`config.mk`:
```
export PLATFORM = sky130hd
export DESIGN_NAME = mdu_ctrl
export DESIGN_NICKNAME = d
export VERILOG_FILES = /design/src/rtl/mdu_ctrl.sv
export SDC_FILE = /design/constraint.sdc
export NUM_CORES = 2
export LEC_CHECK = 0
export ABC_AREA = 1
export CAP_MARGIN = 20
export CORE_MARGIN = 2
export CORE_UTILIZATION = 39
export CTS_CLUSTER_DIAMETER = 100
export DETAILED_ROUTE_END_ITERATION = 10
export GPL_ROUTABILITY_DRIVEN = 0
export PLACE_DENSITY = 0.6
export SLEW_MARGIN = 20
export SYNTH_ARGS = -nofsm -noshare
export SYNTH_HDL_FRONTEND = slang
export SYNTH_SLANG_ARGS = --single-unit
```
`constraint.sdc`:
```
create_clock -name clk -period 6.95 [get_ports clk]
set_input_delay 0.695 -clock clk [delete_from_list [all_inputs] [get_ports clk]]
set_output_delay 0.695 -clock clk [all_outputs]
set_load 0.1 [all_outputs]
```
`src/rtl/mdu_ctrl.sv`:
```
// Multiply/divide unit controller: multi-cycle MULT/MULTU (and DIV/DIVU when
// MDU_DIV_EN is defined) plus MTHI/MTLO, HI/LO storage and pipeline stall request.
//
// state | meaning
// IDLE  | no operation pending; accepts start
// RUN   | mult/div in progress; counter counts down to result write
module mdu_ctrl #(
    parameter int MULT_CYCLES = 5,
    parameter int DIV_CYCLES  = 10
) (
    input  logic        clk,
    input  logic        reset,
    input  logic        start,
    input  logic [2:0]  op,
    input  logic [31:0] A,
    input  logic [31:0] B,
    input  logic        md_use,
    input  logic        hilo_sel,
    output logic        busy,
    output logic        stall,
    output logic [31:0] MDOut
);

    localparam int MAXC = (MULT_CYCLES > DIV_CYCLES) ? MULT_CYCLES : DIV_CYCLES;
    localparam int CW   = $clog2(MAXC + 1);

    typedef enum logic {IDLE, RUN} state_t;

    state_t        state, state_nxt;
    logic [CW-1:0] cnt, cnt_nxt;
    logic [31:0]   hi, hi_nxt, lo, lo_nxt;
    logic [31:0]   a_q, a_nxt, b_q, b_nxt;
    logic [1:0]    op_q, op_nxt;

    // op bit 0 set means unsigned for both the mult and div pairs
    logic          mul_sgn;
    logic [63:0]   ext_a, ext_b, prod;

    always_comb begin
        mul_sgn = ~op_q[0];
        ext_a   = {{32{mul_sgn & a_q[31]}}, a_q};
        ext_b   = {{32{mul_sgn & b_q[31]}}, b_q};
        prod    = ext_a * ext_b;
    end

`ifdef MDU_DIV_EN
    logic        a_neg, b_neg;
    logic [31:0] a_abs, b_abs, q_u, r_u, quo, rem;

    // Magnitude divide then fix signs: quotient truncates toward zero,
    // remainder follows the dividend. 0x80000000 / -1 wraps to 0x80000000.
    always_comb begin
        a_neg = mul_sgn & a_q[31];
        b_neg = mul_sgn & b_q[31];
        a_abs = a_neg ? -a_q : a_q;
        b_abs = b_neg ? -b_q : b_q;
        q_u   = (b_abs == 32'd0) ? 32'd0 : a_abs / b_abs;
        r_u   = (b_abs == 32'd0) ? 32'd0 : a_abs % b_abs;
        quo   = (a_neg ^ b_neg) ? -q_u : q_u;
        rem   = a_neg ? -r_u : r_u;
    end
`endif

    always_comb begin
        state_nxt = state;
        cnt_nxt   = cnt;
        hi_nxt    = hi;
        lo_nxt    = lo;
        a_nxt     = a_q;
        b_nxt     = b_q;
        op_nxt    = op_q;
        case (state)
            IDLE: begin
                if (start) begin
                    case (op)
                        3'd0, 3'd1: begin
                            a_nxt     = A;
                            b_nxt     = B;
                            op_nxt    = op[1:0];
                            cnt_nxt   = CW'(MULT_CYCLES);
                            state_nxt = RUN;
                        end
`ifdef MDU_DIV_EN
                        3'd2, 3'd3: begin
                            a_nxt     = A;
                            b_nxt     = B;
                            op_nxt    = op[1:0];
                            cnt_nxt   = CW'(DIV_CYCLES);
                            state_nxt = RUN;
                        end
`endif
                        3'd4:    hi_nxt = A;
                        3'd5:    lo_nxt = A;
                        default: ;
                    endcase
                end
            end
            RUN: begin
                cnt_nxt = cnt - CW'(1);
                if (cnt == CW'(1)) begin
                    state_nxt = IDLE;
                    if (!op_q[1]) begin
                        hi_nxt = prod[63:32];
                        lo_nxt = prod[31:0];
                    end
`ifdef MDU_DIV_EN
                    else if (b_q != 32'd0) begin
                        hi_nxt = rem;
                        lo_nxt = quo;
                    end
`endif
                end
            end
            default: state_nxt = IDLE;
        endcase
    end

    always_ff @(posedge clk) begin
        if (reset) begin
            state <= IDLE;
            cnt   <= '0;
            hi    <= '0;
            lo    <= '0;
            a_q   <= '0;
            b_q   <= '0;
            op_q  <= '0;
        end else begin
            state <= state_nxt;
            cnt   <= cnt_nxt;
            hi    <= hi_nxt;
            lo    <= lo_nxt;
            a_q   <= a_nxt;
            b_q   <= b_nxt;
            op_q  <= op_nxt;
        end
    end

    assign busy  = (state == RUN);
    assign stall = md_use & (busy | (start & (op <= 3'd3)));
    assign MDOut = hilo_sel ? hi : lo;

endmodule
```
# Word level (Yosys, flattened, before mapping)

Index checks and enable logic that the tools add are counted.

Register bits: 135
Input port bits: 72
Output and inout port bits: 34
Logic and storage cells: 51

Add/sub/neg operators: 1
$mul: 1
Order comparisons: 1
Equality and inequality tests: 10
Multiplexer cells: 18
Bitwise gates (word level): 7
Reduce and logical (&&, ||, !) cells: 6

Operators by type and width:

| cell                                                                             | count |
|---|---|
| 32-bit two-way mux                                                               | 9 |
| 32-bit case mux with 2 select lines                                              | 2 |
| 33-bit by 33-bit multiplier with 64-bit output                                   | 1 |
| 4-bit two-way mux                                                                | 2 |
| 2-bit by 1-bit != test with 1-bit output, second input constant                  | 4 |
| 4-bit case mux with 2 select lines                                               | 1 |
| 4-bit AND reduction                                                              | 2 |
| 3-bit equality test, second input constant                                       | 2 |
| 1-bit bitwise AND                                                                | 4 |
| 4-bit by 1-bit equality test with 1-bit output, second input constant            | 1 |
| 2-bit != test, second input constant                                             | 2 |
| 4-bit by 1-bit subtractor with 4-bit output, second input constant               | 1 |
| 3-bit by 1-bit equality test with 1-bit output, second input constant            | 1 |
| 3-bit by 2-bit less-or-equal comparator with 1-bit output, second input constant | 1 |
| 3-bit logical NOT                                                                | 1 |
| 1-bit two-way mux                                                                | 3 |
| 3-bit AND reduction                                                              | 1 |
| 1-bit NOT                                                                        | 2 |
| 1-bit case mux with 2 select lines                                               | 1 |
| 2-bit AND reduction                                                              | 1 |
| 2-bit OR reduction                                                               | 1 |
| 1-bit OR                                                                         | 1 |

# Logic depth before layout (Yosys ltp)

Word-level depth: 6
Depth in mapped cells: 35
Mapped depth without buffers: 33

# Worst setup path after synthesis

No wires, ideal clock.

Kind: reg-to-reg
Start point: reg a_q[31]
End point: reg hi[31]
Data arrival time: 7.152 ns
Slack: -0.324 ns
Cell stages (with the launch flop): 30
Cells stage by stage: dfxtp_1 buf_2 clkbuf_1 nand2_1 nor2_1 fa_1 inv_1 fa_1 inv_1 fa_1 fa_1 inv_1 fa_1 inv_1 fa_1 inv_1 fa_1 fa_1 inv_1 ha_1 nand2_1 nor2_1 nand2_1 nor3_2 and2_1 nand2_1 nand2_2 nand3_1 nand3_2 a21oi_2

Longest elaborated chain between the ends: 5

Ends and longest elaborated chain:

| element                                            | RTL line | source |
|---|---|---|
| start: declaration                                 | 32       | `logic [31:0] a_q, a_nxt, b_q, b_nxt;` |
| start signal: assignment                           | 132      | `a_q <= a_nxt;` |
| 1-bit bitwise AND                                  | 41       | `ext_a = {{32{mul_sgn & a_q[31]}}, a_q};` |
| 33-bit by 33-bit multiplier with 64-bit output (*) | 43       | `prod = ext_a * ext_b;` |
| 32-bit two-way mux (*)                             | 102      | `if (!op_q[1]) begin` |
| 32-bit two-way mux (*)                             | 100      | `if (cnt == CW'(1)) begin` |
| 32-bit case mux with 2 select lines (*)            | 72       | `case (state)` |
| end signal: assignment                             | 130      | `hi <= hi_nxt;` |
| end: declaration                                   | 31       | `logic [31:0] hi, hi_nxt, lo, lo_nxt;` |

Every way passes the cells marked *; elsewhere a longest branch is shown, timed or not. The select of a mux whose other input is x is not followed.
A chain may end at the register's enable or synchronous reset.

# Worst setup path after layout

Start point: reg b_q[9]
End point: reg hi[25]

Longest elaborated chain between the ends: 4

Ends and longest elaborated chain:

| element                                        | RTL line | source |
|---|---|---|
| start: declaration                             | 32       |  |
| start signal: assignment                       | 133      | `b_q <= b_nxt;` |
| 33-bit by 33-bit multiplier with 64-bit output | 43       |  |
| 32-bit two-way mux                             | 102      |  |
| 32-bit two-way mux                             | 100      |  |
| 32-bit case mux with 2 select lines            | 72       |  |

No other way between the ends. The select of a mux whose other input is x is not followed.

==> results.txt <==
Status: finished with violations
Failing checks: negative setup slack
Clock Pin Slew Worst Setup and Hold Paths: 0.07 ns
Skew-Pair Late Insertion Delay: 0.51 ns
# DRC: 0
Crit path setup slack, layout: -0.162 ns
Detailed Route Iter0 Violations: 3590
CTS Buffer Depth: 2
Syn Inst Count: 5947
Setup violators final: 7
# Max-Cap Violations: 0
Max-slew violation count: 0
Post-layout net count: 7709
Core area: 0.117 mm^2
Register Area: 0.00280 mm^2
Multi-input gate area: 0.0378 mm^2
Top cell type's share of synthesized area: 49.0%
First-pass GRT wire length: 232000 um
Flop2flop setup slack: -0.16 ns
Vias in the first global route: 40.6k
Cell internal pwr: 0.00247 W
GRT Residual Overflow: 0
Final Hold Viols: 0
Clock root buffer: clkbuf_16
Critical path buffers and inverters: 8
I/O Buffers: 105
Largest net degree at the start of global routing: 77
Crit path required time: 7.39 ns
Via count: 39.3k
Avg Cell Area, Syn: 7.73 um^2
Peak Freq: 141 MHz
Synthesized area: 0.0460 mm^2
Reg2reg end: hi[25]
H-tree depth: 4
Fraction of layout cells with a size suffix above 1: 18.8%
Unrepaired setup endpoints after global routing: yes
First-pass DRT Iterations: 8
Max-slew headroom: 26.0%
GRT Resource Usage Total: 25.0%
Leakage: 30.3 nW
CP max stage cell: fa_2
Clk pwr share: 23.8%
Psw: 0.00209 W
Num ports: 106
Fin crit share: 102%
Number of synthesized register bits: 135
Crit Reg-Reg Startpoint: b_q[9]
Syn_nets: 7358
CP max stage delay: 0.66 ns
Worst hold path startpoint: op_q[1]
Final min period: 7.11 ns
Hold EP: op_q[1]
Vias per cell: 5.02
Yosys Warn Count: 0
Pwr/cell area: 80.9 mW/mm^2
Worst Setup Path Type: register to register
Critical path arrival: 7.55 ns
Antenna violations before repair: 7
Async set-or-reset flop fraction in the synthesized netlist: 0%
Horiz. Die Dim: 347 um
Prevailing post-synth register cell: dfxtp_1
R2R depth: 28
Most common cell after layout, fill and taps aside: inv_1
Post-layout util: 48.4%
Synth top area cells: fa_1, inv_1, nand2_1
TritonCTS Buffers: 17
Clk sinks: 135
CTS tree: built
Hold Crit Class: register to register
Synth cell types: 44
Area grow syn2layout: 22.7%
Largest delay share family, worst path: adder cells
Most frequent cells in the layout: inv_1, nand2_1, fa_1
Hold Path Cell Cnt: 2
Sw frac: 45.8%
Post-DP HPWL: 124000 um
CP Launch Type: register
Antenna Nets Post-Route: 0
Die H: 347 um
Sequential Power Share: 18.5%
Worst Tran Pin Value: 1.11 ns
CP max FO: 7
VDD IR max: 0.165 mV
Largest area contributor in the netlist: fa_1
WL final: 154000 um
Post-synth EDFFs: 0
Seq/Total Area, Yosys: 5.88%
Initial cell density of the core: 39.5%
Std-Cell Rows: 125
Filler cells: 11.1k
Die area: 0.121 mm^2
Setup crit end kind: register
Average wire per standard cell: 19.6 um
Clk_skew: 0.0234 ns
CP most frequent cell: fa_1
Share of total power in combinational logic: 57.7%
Worst slack, placed: -0.336 ns
state kept, by name (all words and copies together) (netlist names):
name	flops
op_q	2
a_q	32
busy	1
lo	32
hi	32
b_q	32
cnt	4
synth_stat cells (all sizes together), types with 24 or more instances:
| library cell | n |
|---|---|
| nor2 | 276 |
| nand2 | 1576 |
| ha | 214 |
| dfxtp | 135 |
| a21oi | 185 |
| buf | 32 |
| o21ai | 143 |
| nand3 | 123 |
| clkbuf | 288 |
| fa | 1125 |
| mux2 | 24 |
| inv | 1715 |
layout make-up:
class	instances	area share, %
tap	1524	3.38
timing repair buffer	652	12.0
clock buffer	17	0.754
multi-input combinational	3777	67.0
sequential	135	4.96
inverter	1715	11.5
clock inverter	15	0.397
antenna	1	0.00444
cell families after synthesis:
kind of cell	Yosys count	synth area share, %
AOI/OAI and AO/OA	372	4.32
xor gates and xnor gates	8	0.152
adders and majority gates	1339	54.8
buffers and inverters	2035	16.7
DFF	135	5.88
muxes	24	0.588
and+or+nand+nor	2034	17.6
power groups by stage:
stage | clock network (W) | logic (W) | registers (W)
final | 0.00109 | 0.00263 | 0.000845
after global routing | 0.00112 | 0.00282 | 0.000848
after CTS | 0.00110 | 0.00230 | 0.000842
after detailed placement | 0 | 0.00215 | 0.000859
after global placement | 0 | 0.00213 | 0.000858
after floorplan | 0 | 0.00118 | 0.000839
worst max path at each step:
stage	depth (start not counted)	end	start	slack, ns
floorplan	29	hi[31]	a_q[31]	0.01
CTS	28	hi[25]	a_q[31]	-0.04
detailed placement	28	hi[25]	b_q[3]	-0.34
global route	28	hi[30]	op_q[0]	-0.35
global placement	28	hi[25]	b_q[3]	-0.37
finish	28	hi[25]	b_q[9]	-0.16
stage by stage:
step	instance area (um^2)	total power, W	setup TNS [ns]	hold WS (ns)	instances
3_5_place_dp	52200	0.00301	-5.18	0.442	7717
5_1_grt	56400	0.00479	-5.71	0.476	7836
2_1_floorplan	46000	0.00202	0	0.425	5947
6_report	56400	0.00456	-0.473	0.455	7836
4_1_cts	53500	0.00424	-0.140	0.453	7754
3_3_place_gp	52200	0.00299	-4.75	0.435	7716
tightest hold or removal path, cell delays in order, from the launching register on:
cell	delay, ns
dfxtp_1	0.32
nand2_1	0.06
nor2_1	0.04
repair_timing:
item	CTS	global route
cloned	0	20
pin swaps	34	203
hold buffers	0	0
endpoints found under the hold margin	0	0
setup buffers	5	61
resized for setup	152	595
endpoints found under the setup margin	41	44
layer usage:
metal,wire (um),GRT usage [%],share of wire [%]
met5,0,0,0
met4,5670,7.82,3.7
met1,62500,33.4,41
met2,74200,42.6,48
met3,11300,2.61,7.4
(Power assumes the default switching activity.)
